## src/rtl/hazard_pkg.sv

```systemverilog
// Shared types and constants for the pipeline hazard controller.
package hazard_pkg;

  typedef enum logic [1:0] {
    RUN        = 2'd0,
    LOAD_STALL = 2'd1,
    MDU_WAIT   = 2'd2
  } hz_state_t;

  localparam logic [4:0] REG_X0 = 5'd0;
  localparam int LOAD_USE_STALLS_DEFAULT = 1;

endpackage

```

## src/rtl/hazard_controller_if.sv

```systemverilog
// Pipeline <-> hazard controller bundle: hazard sources in, stall/bubble controls out.
// There is no handshake here: every control output is a same-cycle combinational response to the sources.
interface hazard_controller_if import hazard_pkg::*; #(parameter int CNT_W = 32);

  logic [4:0]       id_rs1;
  logic [4:0]       id_rs2;
  logic             id_uses_rs1;
  logic             id_uses_rs2;
  logic [4:0]       ex_rd;
  logic             ex_is_load;
  logic             ex_mdu_valid;
  logic             mdu_done;
  logic             mem_req_MEM;
  logic             mem_ready_MEM;
  logic             branch_taken_EX;

  logic             stall_IF;
  logic             stall_ID;
  logic             stall_EX;
  logic             stall_MEM;
  logic             flush_ID;
  logic             bubble_EX;
  logic             bubble_MEM;
  logic             bubble_WB;
  logic [CNT_W-1:0] stall_cycles;
  logic [CNT_W-1:0] flush_count;
  hz_state_t        dbg_state;

  modport master (
    output id_rs1, id_rs2, id_uses_rs1, id_uses_rs2, ex_rd, ex_is_load,
           ex_mdu_valid, mdu_done, mem_req_MEM, mem_ready_MEM, branch_taken_EX,
    input  stall_IF, stall_ID, stall_EX, stall_MEM, flush_ID, bubble_EX,
           bubble_MEM, bubble_WB, stall_cycles, flush_count, dbg_state
  );

  modport slave (
    input  id_rs1, id_rs2, id_uses_rs1, id_uses_rs2, ex_rd, ex_is_load,
           ex_mdu_valid, mdu_done, mem_req_MEM, mem_ready_MEM, branch_taken_EX,
    output stall_IF, stall_ID, stall_EX, stall_MEM, flush_ID, bubble_EX,
           bubble_MEM, bubble_WB, stall_cycles, flush_count, dbg_state
  );

endinterface

```

## src/rtl/hazard_perf_counters.sv

```systemverilog
// Two free-running wrapping event counters (stalled cycles, branch flushes).
module hazard_perf_counters #(
  parameter int CNT_W = 32
) (
  input  logic             clk,
  input  logic             reset,
  input  logic             i_stall_en,
  input  logic             i_flush_en,
  output logic [CNT_W-1:0] o_stall_cycles,
  output logic [CNT_W-1:0] o_flush_count
);

  logic [CNT_W-1:0] r_stall_cycles;
  logic [CNT_W-1:0] r_flush_count;

  always_ff @(posedge clk) begin
    if (reset) begin
      r_stall_cycles <= '0;
      r_flush_count  <= '0;
    end else begin
      if (i_stall_en) r_stall_cycles <= r_stall_cycles + CNT_W'(1);
      if (i_flush_en) r_flush_count  <= r_flush_count + CNT_W'(1);
    end
  end

  assign o_stall_cycles = r_stall_cycles;
  assign o_flush_count  = r_flush_count;

endmodule

```

## src/rtl/hazard_controller.sv

```systemverilog
// Stall/flush sequencer for the 5-stage pipeline. Perf counters are built only
// when HAZARD_PERF_EN is defined; otherwise the counter outputs read 0.
module hazard_controller import hazard_pkg::*; #(
  parameter int LOAD_USE_STALLS = LOAD_USE_STALLS_DEFAULT,
  parameter int CNT_W           = 32
) (
  input  logic                clk,
  input  logic                reset,
  hazard_controller_if.slave  bus
);

  localparam logic [2:0] LUS_RELOAD = 3'(LOAD_USE_STALLS - 1);

  hz_state_t  r_state, w_next_state;
  logic [2:0] r_cnt, w_next_cnt;
  logic       r_done_pending, w_next_pending;

  logic w_memwait, w_loaduse;
  logic w_stall_if, w_stall_id, w_stall_ex, w_stall_mem;
  logic w_flush_id, w_bubble_ex, w_bubble_mem, w_bubble_wb;

  assign w_memwait = bus.mem_req_MEM & ~bus.mem_ready_MEM;
  assign w_loaduse = bus.ex_is_load & (bus.ex_rd != REG_X0) &
                     ((bus.id_uses_rs1 & (bus.id_rs1 == bus.ex_rd)) |
                      (bus.id_uses_rs2 & (bus.id_rs2 == bus.ex_rd)));

  always_ff @(posedge clk) begin
    if (reset) begin
      r_state        <= RUN;
      r_cnt          <= 3'd0;
      r_done_pending <= 1'b0;
    end else begin
      r_state        <= w_next_state;
      r_cnt          <= w_next_cnt;
      r_done_pending <= w_next_pending;
    end
  end

  always_comb begin
    w_next_state   = r_state;
    w_next_cnt     = r_cnt;
    w_next_pending = r_done_pending;
    w_stall_if     = 1'b0;
    w_stall_id     = 1'b0;
    w_stall_ex     = 1'b0;
    w_stall_mem    = 1'b0;
    w_flush_id     = 1'b0;
    w_bubble_ex    = 1'b0;
    w_bubble_mem   = 1'b0;
    w_bubble_wb    = 1'b0;
    if (reset) begin
      w_next_state = RUN;
    end else if (w_memwait) begin
      // Whole front of the pipe freezes; a done pulse seen now must not be lost.
      {w_stall_if, w_stall_id, w_stall_ex, w_stall_mem, w_bubble_wb} = 5'b11111;
      if (bus.mdu_done) w_next_pending = 1'b1;
    end else begin
      case (r_state)
        RUN: begin
          if (bus.branch_taken_EX) begin
            w_flush_id  = 1'b1;
            w_bubble_ex = 1'b1;
          end else if (bus.ex_mdu_valid & ~bus.mdu_done) begin
            {w_stall_if, w_stall_id, w_stall_ex, w_bubble_mem} = 4'b1111;
            w_next_state = MDU_WAIT;
          end else if (w_loaduse) begin
            {w_stall_if, w_stall_id, w_bubble_ex} = 3'b111;
            if (LOAD_USE_STALLS > 1) begin
              w_next_state = LOAD_STALL;
              w_next_cnt   = LUS_RELOAD;
            end
          end
        end
        LOAD_STALL: begin
          {w_stall_if, w_stall_id, w_bubble_ex} = 3'b111;
          w_next_cnt = r_cnt - 3'd1;
          if (r_cnt == 3'd1) w_next_state = RUN;
        end
        MDU_WAIT: begin
          if (bus.mdu_done | r_done_pending) begin
            w_next_pending = 1'b0;
            w_next_state   = RUN;
          end else begin
            {w_stall_if, w_stall_id, w_stall_ex, w_bubble_mem} = 4'b1111;
          end
        end
        default: w_next_state = RUN;
      endcase
    end
  end

  assign bus.stall_IF   = w_stall_if;
  assign bus.stall_ID   = w_stall_id;
  assign bus.stall_EX   = w_stall_ex;
  assign bus.stall_MEM  = w_stall_mem;
  assign bus.flush_ID   = w_flush_id;
  assign bus.bubble_EX  = w_bubble_ex;
  assign bus.bubble_MEM = w_bubble_mem;
  assign bus.bubble_WB  = w_bubble_wb;
  assign bus.dbg_state  = r_state;

`ifdef HAZARD_PERF_EN
  logic [CNT_W-1:0] w_stall_cycles;
  logic [CNT_W-1:0] w_flush_count;

  hazard_perf_counters #(.CNT_W(CNT_W)) u_perf (
    .clk            (clk),
    .reset          (reset),
    .i_stall_en     (w_stall_if),
    .i_flush_en     (w_flush_id),
    .o_stall_cycles (w_stall_cycles),
    .o_flush_count  (w_flush_count)
  );

  assign bus.stall_cycles = reset ? '0 : w_stall_cycles;
  assign bus.flush_count  = reset ? '0 : w_flush_count;
`else
  assign bus.stall_cycles = '0;
  assign bus.flush_count  = '0;
`endif

endmodule

```

## src/flat_wrapper.sv

```systemverilog
// flat-port wrapper written by rule: the top's interface ports become plain ports
module hazard_controller_flat import hazard_pkg::*;
#(
  parameter int LOAD_USE_STALLS = LOAD_USE_STALLS_DEFAULT,
  parameter int CNT_W           = 32
)
  (clk, reset, bus_id_rs1, bus_id_rs2, bus_id_uses_rs1, bus_id_uses_rs2, bus_ex_rd, bus_ex_is_load, bus_ex_mdu_valid, bus_mdu_done, bus_mem_req_MEM, bus_mem_ready_MEM, bus_branch_taken_EX, bus_stall_IF, bus_stall_ID, bus_stall_EX, bus_stall_MEM, bus_flush_ID, bus_bubble_EX, bus_bubble_MEM, bus_bubble_WB, bus_stall_cycles, bus_flush_count, bus_dbg_state);
  hazard_controller_if #(.CNT_W(CNT_W)) bus_i ();
  input  logic clk;
  input  logic reset;
  input wire logic [$bits(bus_i.id_rs1)-1:0] bus_id_rs1;
  input wire logic [$bits(bus_i.id_rs2)-1:0] bus_id_rs2;
  input wire logic [$bits(bus_i.id_uses_rs1)-1:0] bus_id_uses_rs1;
  input wire logic [$bits(bus_i.id_uses_rs2)-1:0] bus_id_uses_rs2;
  input wire logic [$bits(bus_i.ex_rd)-1:0] bus_ex_rd;
  input wire logic [$bits(bus_i.ex_is_load)-1:0] bus_ex_is_load;
  input wire logic [$bits(bus_i.ex_mdu_valid)-1:0] bus_ex_mdu_valid;
  input wire logic [$bits(bus_i.mdu_done)-1:0] bus_mdu_done;
  input wire logic [$bits(bus_i.mem_req_MEM)-1:0] bus_mem_req_MEM;
  input wire logic [$bits(bus_i.mem_ready_MEM)-1:0] bus_mem_ready_MEM;
  input wire logic [$bits(bus_i.branch_taken_EX)-1:0] bus_branch_taken_EX;
  output wire logic [$bits(bus_i.stall_IF)-1:0] bus_stall_IF;
  output wire logic [$bits(bus_i.stall_ID)-1:0] bus_stall_ID;
  output wire logic [$bits(bus_i.stall_EX)-1:0] bus_stall_EX;
  output wire logic [$bits(bus_i.stall_MEM)-1:0] bus_stall_MEM;
  output wire logic [$bits(bus_i.flush_ID)-1:0] bus_flush_ID;
  output wire logic [$bits(bus_i.bubble_EX)-1:0] bus_bubble_EX;
  output wire logic [$bits(bus_i.bubble_MEM)-1:0] bus_bubble_MEM;
  output wire logic [$bits(bus_i.bubble_WB)-1:0] bus_bubble_WB;
  output wire logic [$bits(bus_i.stall_cycles)-1:0] bus_stall_cycles;
  output wire logic [$bits(bus_i.flush_count)-1:0] bus_flush_count;
  output wire logic [$bits(bus_i.dbg_state)-1:0] bus_dbg_state;
  assign bus_i.id_rs1 = bus_id_rs1;
  assign bus_i.id_rs2 = bus_id_rs2;
  assign bus_i.id_uses_rs1 = bus_id_uses_rs1;
  assign bus_i.id_uses_rs2 = bus_id_uses_rs2;
  assign bus_i.ex_rd = bus_ex_rd;
  assign bus_i.ex_is_load = bus_ex_is_load;
  assign bus_i.ex_mdu_valid = bus_ex_mdu_valid;
  assign bus_i.mdu_done = bus_mdu_done;
  assign bus_i.mem_req_MEM = bus_mem_req_MEM;
  assign bus_i.mem_ready_MEM = bus_mem_ready_MEM;
  assign bus_i.branch_taken_EX = bus_branch_taken_EX;
  assign bus_stall_IF = bus_i.stall_IF;
  assign bus_stall_ID = bus_i.stall_ID;
  assign bus_stall_EX = bus_i.stall_EX;
  assign bus_stall_MEM = bus_i.stall_MEM;
  assign bus_flush_ID = bus_i.flush_ID;
  assign bus_bubble_EX = bus_i.bubble_EX;
  assign bus_bubble_MEM = bus_i.bubble_MEM;
  assign bus_bubble_WB = bus_i.bubble_WB;
  assign bus_stall_cycles = bus_i.stall_cycles;
  assign bus_flush_count = bus_i.flush_count;
  assign bus_dbg_state = bus_i.dbg_state;
  hazard_controller #(.LOAD_USE_STALLS(LOAD_USE_STALLS), .CNT_W(CNT_W)) u_core (.clk(clk), .reset(reset), .bus(bus_i));
endmodule
```

## config.mk

```make
export PLATFORM = sky130hd
export DESIGN_NAME = hazard_controller_flat
export DESIGN_NICKNAME = d
export VERILOG_FILES = /design/src/rtl/hazard_pkg.sv /design/src/rtl/hazard_controller_if.sv /design/src/rtl/hazard_perf_counters.sv /design/src/rtl/hazard_controller.sv /design/src/flat_wrapper.sv
export SDC_FILE = /design/constraint.sdc
export NUM_CORES = 1
export LEC_CHECK = 0
export ABC_AREA = 1
export CAP_MARGIN = 20
export CORE_ASPECT_RATIO = 0.75
export CORE_MARGIN = 4
export CORE_UTILIZATION = 28
export DETAILED_ROUTE_END_ITERATION = 6
export MAX_ROUTING_LAYER = met4
export PLACE_DENSITY = 0.87
export SYNTH_ARGS = -nofsm -noshare
export SYNTH_HDL_FRONTEND = slang
export SYNTH_SLANG_ARGS = --single-unit
```

## constraint.sdc

```tcl
create_clock -name clk -period 1.68 [get_ports clk]
set_clock_uncertainty 0.15 [all_clocks]
set_input_delay 0.504 -clock clk [delete_from_list [all_inputs] [get_ports clk]]
set_output_delay 0.504 -clock clk [all_outputs]
set_load 0.02 [all_outputs]
```

# --- Word level (Yosys, flattened, before mapping) ---
# Cells that the tools add are included.
op_classes:
  add_sub_neg: 1
  eq_ne: 10
  mux: 34
  n_bitwise: 11
  reduce_logical: 7
ops:
  columns: ["op", "n"]
  rows:
  - ["$mux 1", 26]
  - ["$eq 5x5->1", 2]
  - ["$mux 2", 4]
  - ["$and 1x1->1", 6]
  - ["$ne 2x1->1 const B", 3]
  - ["$pmux 2 s3", 1]
  - ["$reduce_and 5->1", 1]
  - ["$reduce_bool 5->1", 1]
  - ["$ne 2x2->1 const B", 2]
  - ["$pmux 1 s2", 2]
  - ["$reduce_bool 2->1", 2]
  - ["$eq 3x1->1 const B", 1]
  - ["$not 1->1", 3]
  - ["$pmux 1 s3", 1]
  - ["$reduce_and 3->1", 1]
  - ["$sub 3x1->3 const B", 1]
  - ["$eq 2x1->1 const B", 1]
  - ["$eq 2x2->1 const B", 1]
  - ["$logic_not 2->1", 1]
  - ["$or 1x1->1", 2]
  - ["$reduce_and 2->1", 1]
word_totals:
  register_bits: 6
  inputBits: 25
  output_inout_bits: 74
  wordCells: 66

# --- Depth between registers and ports, before layout ---
# Gate-level depths: netlist (run 1).
depth:
  ltp_word: 10
  depth_mapped: 9
  depth_no_buf: 8

# --- Least setup slack after synthesis (run 1) ---
# Ideal clock, no wire load.
synth_timing:
  kind: "input port to output port"
  from: "in bus_ex_mdu_valid"
  to: "out bus_stall_IF"
  arrival_ns: 1.395
  t_required_ns: 1.026
  path_slack_ns: -0.369
  stages: 9
  path_buffers: 1
  path_cell_list: "inv_1 > nor2_1 > nand2_1 > nand2_1 > nand2_1 > nand2_1 > inv_1 > nand2_1 > buf_4"
synth_via:
  elab_chain_cells: 6
synth_rtl:
  columns: ["element", "line", "source"]
  rows:
  - ["start: declaration", "flat_wrapper.sv:17", "input wire logic [$bits(bus_i.ex_mdu_valid)-1:0] bus_ex_mdu_valid;"]
  - ["$and 1x1->1", "hazard_controller.sv:63", "end else if (bus.ex_mdu_valid & ~bus.mdu_done) begin"]
  - ["$mux 1 (2 in a row)", null, null]
  - ["$pmux 1 s3", null, null]
  - ["$mux 1 (2 in a row)", null, null]
  - ["end: declaration", "flat_wrapper.sv:22", "output wire logic [$bits(bus_i.stall_IF)-1:0] bus_stall_IF;"]
# Every way passes these cells.

# --- Final worst setup path (run 1) ---
layout_timing:
  from: "in bus_ex_rd[1]"
  to: "out bus_stall_IF"
layout_via:
  elab_chain_cells: 10
  word_cells_on_any_way: 14
  cone_classes: "eq/ne (2); mux (6); bitwise (5); reduce/logical (1)"
layout_rtl:
  columns: ["element", "line", "source"]
  rows:
  - ["start: declaration", "flat_wrapper.sv:15", "input wire logic [$bits(bus_i.ex_rd)-1:0] bus_ex_rd;"]
  - ["$eq 5x5->1, on equally long branches", "hazard_controller.sv:24, hazard_controller.sv:25", null]
  - ["$and 1x1->1, on equally long branches", "hazard_controller.sv:24, hazard_controller.sv:25", null]
  - ["$or 1x1->1", "hazard_controller.sv:24", "((bus.id_uses_rs1 & (bus.id_rs1 == bus.ex_rd)) |"]
  - ["$and 1x1->1 (*)", "hazard_controller.sv:23", "assign w_loaduse = bus.ex_is_load & (bus.ex_rd != REG_X0) &"]
  - ["$mux 1 (*)", "hazard_controller.sv:66", "end else if (w_loaduse) begin"]
  - ["$mux 1 (*)", "hazard_controller.sv:63", null]
  - ["$mux 1 (*)", "hazard_controller.sv:60", "if (bus.branch_taken_EX) begin"]
  - ["$pmux 1 s3 (*)", "hazard_controller.sv:58", "case (r_state)"]
  - ["$mux 1 (*)", "hazard_controller.sv:53", "end else if (w_memwait) begin"]
  - ["$mux 1 (*)", "hazard_controller.sv:51", "if (reset) begin"]
# Mark *: on every way between the ends. The rest lies on a longest branch, timed or not.

==> out/metrics.yaml, run 1 <==
outcome: "finished with violations"
violations: "negative setup slack"
cts.path.max_buffers: 2
clock_tree.root_cell: "clkbuf_8"
crit_type: "primary input to output pin"
avgViaCountPerCell: 3.64
ioPinCount: 99
vdd_drop_max_mv: 0.193
final_cells: 237
synth_common_cells: "buf_4, nand2_1, inv_1, nor2_1"
routed.top_layer: "met4"
wl_met1_um: 685
final_area_sq_um: 1400
grt_max_degree: 5
maxCapViolCount: 0
timing.fmax_mhz: 502
num_rows: 17
n_antenna_cell: 0
place_area_sq_um: 1130
nets: 226
die_h_um: 57.2
grt_pass1_vias: 775
yosysWarnings: 0
synth_top_flop_cell: "dfxtp_1"
start_util_pct: 29.9
end_kind: "output pin"
r2r_cells: 5
num_vias: 862
yosys.area.top_type: "buf_4"
grt-ovfl-total: 0
regToRegStartpoint: "u_core.bus.dbg_state[1]$_SDFFE_PP0P_"
synth-seq-cells: 2
grt_pass1_wl_mm: 3.31
drc: 0
leakagePower_nw: 0.799
hold_path_startpoint: "u_core.r_done_pending$_SDFFE_PP0P_"
ys_seq_area_share_pct: 4.43
grt_usage_pct: 10.4
synth_area_leaders: "buf_4, nand2_1, inv_1"
cts_max_level: 1
ys_types: 14
synth-edff-count: 0
hold_viol_final: 0
cp.arrival_ps: 1340
synth_area_sq_um: 903
antenna_found_initial: 0
total_power_mw: 0.633
rsz0062_at_grt: "yes"
avgSynthCellArea_sq_um: 5.79
worstSetupStartpoint: "bus_ex_rd[1]"
syn_inst: 156
coreArea_sq_um: 3020
synth_top_area_share_pct: 55.7
drive_above_1_share_pct: 53.8
cts_tree: "built"
die_w_um: 73.6
wl_mm: 2.38
drt_iter0_markers: 34
hpwl_mm: 1.84
dieArea_sq_um: 4210
fillers: 305
async_flop_share_pct: 0
wl_per_cell_um: 10.0
finalSetupViolations: 8
worstPathRequired_ps: 1030
synth_most_common_cell: "buf_4"
fin_ws_ps: -311
cts.sinks: 2
cp-start-kind: "primary input"
syn2layout_area_growth_pct: 55.1
portBuffers: 33
ant_nets: 0
clkLatencyLatePin_ps: 210
dr.pass1.iters: 4
cp_max_fo: 3
wl_met3_um: 225
slew_viol_final: 0
met2_length_mm: 1.40
whs_ps: 381
cts_buffers: 3
cts.reportedPaths.clkPinSlew_ps: 20
worstHoldPathType: "flip-flop to flip-flop"
min_period_ps: 1990
dp.cells: 230
routabilityCongestion: 0.809
fin_crit_sh_pct: 119
p_per_area_nw_per_um2: 451
worstHoldPathCells: 2
critical path, cell delays in order:
cell	delay, ps
buf_12	90
inv_8	30
nand2_4	50
nand2_2	60
nor2_2	120
nand3_2	90
nand2_2	100
nand3_4	80
nand2_4	90
buf_6	110
worst paths after layout:
kind | endpoint | slack (ps)
max | bus_stall_IF | -310
min | u_core.r_done_pending$_SDFFE_PP0P_ | 380
max reg2reg | u_core.bus.dbg_state[1]$_SDFFE_PP0P_ | 650
min reg2reg | u_core.r_done_pending$_SDFFE_PP0P_ | 380
stage by stage:
stage | util, % | worst slack, ps | setup TNS (ps)
after floorplan | - | -136 | -175
after global placement | 37.5 | -1310 | -9390
after detailed placement | 37.5 | -1320 | -9480
after CTS | 42.1 | -297 | -1250
after global routing | 46.4 | -394 | -1760
final | 46.4 | -311 | -1350
registers in the layout (all words and copies together), names as in the netlist:
register               flops
u_core.r_done_pending      1
u_core.bus.dbg_state       1
final cells by class:
type,count,area [sq um],share of cell area (%)
timing repair buffer,43,468,33.4
inverter,23,123,8.75
clock buffer,3,41.3,2.95
multi-input combinational,128,681,48.6
sequential,2,41.3,2.95
tap,38,47.5,3.39
report_power, final:
| group | switching, mW | leakage (nW) | internal (mW) |
|---|---|---|---|
| combinational | 0.255 | 0.761 | 0.139 |
| sequential | 0.00274 | 0.0168 | 0.0508 |
| clock | 0.0337 | 0.0216 | 0.151 |
| total | 0.292 | 0.799 | 0.341 |
per-layer routing:
metal / up-vias / global-route usage (%)
met5: - / -
met4: 0 / 4.39
met3: 8 / 2.11
met2: 48 / 18.6
met1: 387 / 10.9
li1: 419 / -
cells in the final DEF (no fill, tap or decap), types with 2 or more instances in the layout:
| cell type | Yosys | final |
|---|---|---|
| buf_2 | 0 | 3 |
| nand2_1 | 35 | 8 |
| dlygate4sd2_1 | 0 | 2 |
| conb_1 | 1 | 65 |
| nand2_4 | 0 | 5 |
| nand2_2 | 3 | 25 |
| inv_1 | 18 | 5 |
| nor2_1 | 10 | 5 |
| buf_8 | 0 | 5 |
| nand4_1 | 2 | 2 |
| clkbuf_8 | 0 | 3 |
| nor2_2 | 3 | 3 |
| nand3_2 | 0 | 3 |
| inv_2 | 5 | 11 |
| buf_6 | 0 | 24 |
| buf_12 | 0 | 2 |
| buf_4 | 67 | 6 |
| nor2_4 | 0 | 5 |
| inv_4 | 0 | 3 |
what timing repair did:
action                     CTS  global route
pin swaps                   35            27
setup buffers                4             0
hold buffers                 0             0
gates resized for setup    187            43
setup endpoints to repair   10             8
cell families after synthesis:
group                  Yosys count  share of synthesized area, %
AOI/OAI and AO/OA                3                          1.80
buffers and inverters           90                          65.2
DFF                              2                          4.43
other                            1                         0.415
and+or+nand+nor                 60                          28.1
Note: power is estimated with default switching activity, not from simulation.
==> inputs of run 2 (changes only) <==
- CORE_UTILIZATION: 28 -> 30
- PLACE_DENSITY: 0.87 -> 0.92
- clock period: 1.68 -> 2.5 ns (I/O delays scaled with it)
==> out/metrics.yaml, run 2 (same netlist as run 1, synthesis figures left out) <==
vdd_drop_max_mv: 0.129  # was 0.193 mV
dieArea_sq_um: 3960  # was 4210 sq um
p_per_area_nw_per_um2: 331  # was 451 nW/um^2
cp-start-kind: "primary input"  # unchanged
grt_pass1_vias: 731  # was 775
cts.sinks: 2  # unchanged
cts.path.max_buffers: 2  # unchanged
hold_path_startpoint: "u_core.r_done_pending$_SDFFE_PP0P_"  # unchanged
crit_type: "primary input to output pin"  # unchanged
worstSetupStartpoint: "bus_ex_rd[4]"  # was bus_ex_rd[1]
die_h_um: 55.5  # was 57.2 um
syn2layout_area_growth_pct: 25.2  # was 55.1%
clock_tree.root_cell: "clkbuf_8"  # unchanged
fillers: 308  # was 305
drc: 0  # unchanged
n_antenna_cell: 0  # unchanged
min_period_ps: 2460
cts.reportedPaths.clkPinSlew_ps: 30  # was 20 ps
cts_tree: "built"  # unchanged
grt_usage_pct: 9.49  # was 10.4%
avgViaCountPerCell: 3.49  # was 3.64
portBuffers: 33  # unchanged
worstHoldPathCells: 2  # unchanged
fin_crit_sh_pct: 98.4
wl_mm: 2.12  # was 2.38 mm
timing.fmax_mhz: 407
cp_common_cell: "nand2_2"
cts_max_level: 1  # unchanged
nets: 223  # was 226
layout_commonest_cell: "conb_1"  # unchanged
cp.arrival_ps: 1560  # was 1340 ps
worstHoldPathType: "flip-flop to flip-flop"  # unchanged
hold_end: "u_core.r_done_pending$_SDFFE_PP0P_"  # unchanged
slowest_stage: "nor2_2"  # unchanged
fin_ws_ps: 40.8  # was -311 ps
slew_viol_final: 0  # unchanged
cp_max_fo: 4  # was 3
antenna_found_initial: 0  # unchanged
routabilityCongestion: 0.836  # was 0.809
drive_above_1_share_pct: 36.7  # was 53.8%
end_kind: "output pin"  # unchanged
drt_iter0_markers: 26  # was 34
cpPeakStageDelay_ps: 120  # about the same
dpl_worst_slack_ps: -913  # was -1320 ps
dr.pass1.iters: 4  # unchanged
hpwl_mm: 1.79  # was 1.84 mm
coreArea_sq_um: 2740  # was 3020 sq um
ioPinCount: 99  # unchanged
worstPathRequired_ps: 1600  # was 1030 ps
start_util_pct: 32.9  # was 29.9%
rrSetupSlack_ps: 1510  # was 650 ps
r2r_cells: 5  # unchanged
maxCapViolCount: 0  # unchanged
die_w_um: 71.4  # was 73.6 um
whs_ps: 361  # was 381 ps
outcome: "complete, no violations"  # was finished with violations
grt_pass1_wl_mm: 3.01  # was 3.31 mm
num_vias: 809  # was 862
grt_max_degree: 6  # was 5
wl_per_cell_um: 9.15  # was 10.0 um
ant_nets: 0  # unchanged
cts_buffers: 3  # unchanged
hold_viol_final: 0  # unchanged
r2r_end: "u_core.bus.dbg_state[1]$_SDFFE_PP0P_"  # unchanged
clkLatencyLatePin_ps: 200  # was 210 ps
layout_common_cells: "conb_1, nand2_1, inv_1, buf_2"  # was conb_1, nand2_2, buf_6
final_core_utilization_pct: 41.2  # was 46.4%
grt-ovfl-total: 0  # unchanged
leakagePower_nw: 0.726  # was 0.799 nW
crit_chain: "buf_8, inv_2, nand2_2, nand2_2, nor2_2, nand3_1, nand2_2, nand3_2, nand2_1, buf_6"  # was buf_12, inv_8, nand2_4, nand2_2, nor2_2, nand3_2, nand2_2, nand3_4, nand2_4, buf_6
finalSetupViolations: 0  # was 8
regToRegStartpoint: "u_core.bus.dbg_state[1]$_SDFFE_PP0P_"  # unchanged
num_rows: 16  # was 17
run 2: metal layers:
layer,vias up,wire length (um),track usage [%]
li1,409,-,-
met1,361,674,9.96
met2,37,1250,17.7
met3,2,177,1.09
met4,0,20,4.02
met5,-,0,-
run 2: how the worst max path moves through the flow:
stage,end,slack [ps],cells after the start
6_report,bus_bubble_EX,40,10
5_1_grt,bus_stall_ID,-20,10
4_1_cts,bus_stall_IF,2,5
3_5_place_dp,bus_bubble_EX,-910,10
3_3_place_gp,bus_bubble_EX,-900,10
2_1_floorplan,bus_stall_IF,10,9
run 2: critical path: cells and delay by family:
family | cells | cell delay (ps)
buffers and inverters | 3 | 240
AND/OR/NAND/NOR | 7 | 570
run 2: final cells by class:
type	instances	area [sq um]	share of cell area, %
multi-input cells	128	586	51.8
repair buffers	40	325	28.8
inverters	23	93.8	8.30
flip-flops and latches	2	40.0	3.54
well taps	36	45.0	3.98
clock buffers	3	41.3	3.65
run 2: timing repair:
action / 4_1_cts / 5_1_grt
hold buffers: 0 / 0
pin swaps: 33 / 25
buffers inserted: 4 / 0
endpoints found under the setup margin: 8 / 5
cloned: 0 / 0
gates resized for setup: 125 / 40
run 2: report_power, final:
| part | internal [mW] | switching (mW) |
|---|---|---|
| clock network | 0.101 | 0.0209 |
| registers | 0.0340 | 0.00155 |
| logic | 0.0635 | 0.153 |
| total | 0.199 | 0.176 |
run 2: stage by stage:
stage	cell area [sq um]	power (mW)	std cells	TNS, ps
after floorplan	1150	0.250	220	0
after global placement	1040	0.236	225	-5860
after detailed placement	1040	0.238	225	-5970
after CTS	1050	0.357	232	0
after global routing	1130	0.401	232	-40.0
final	1130	0.375	232	0
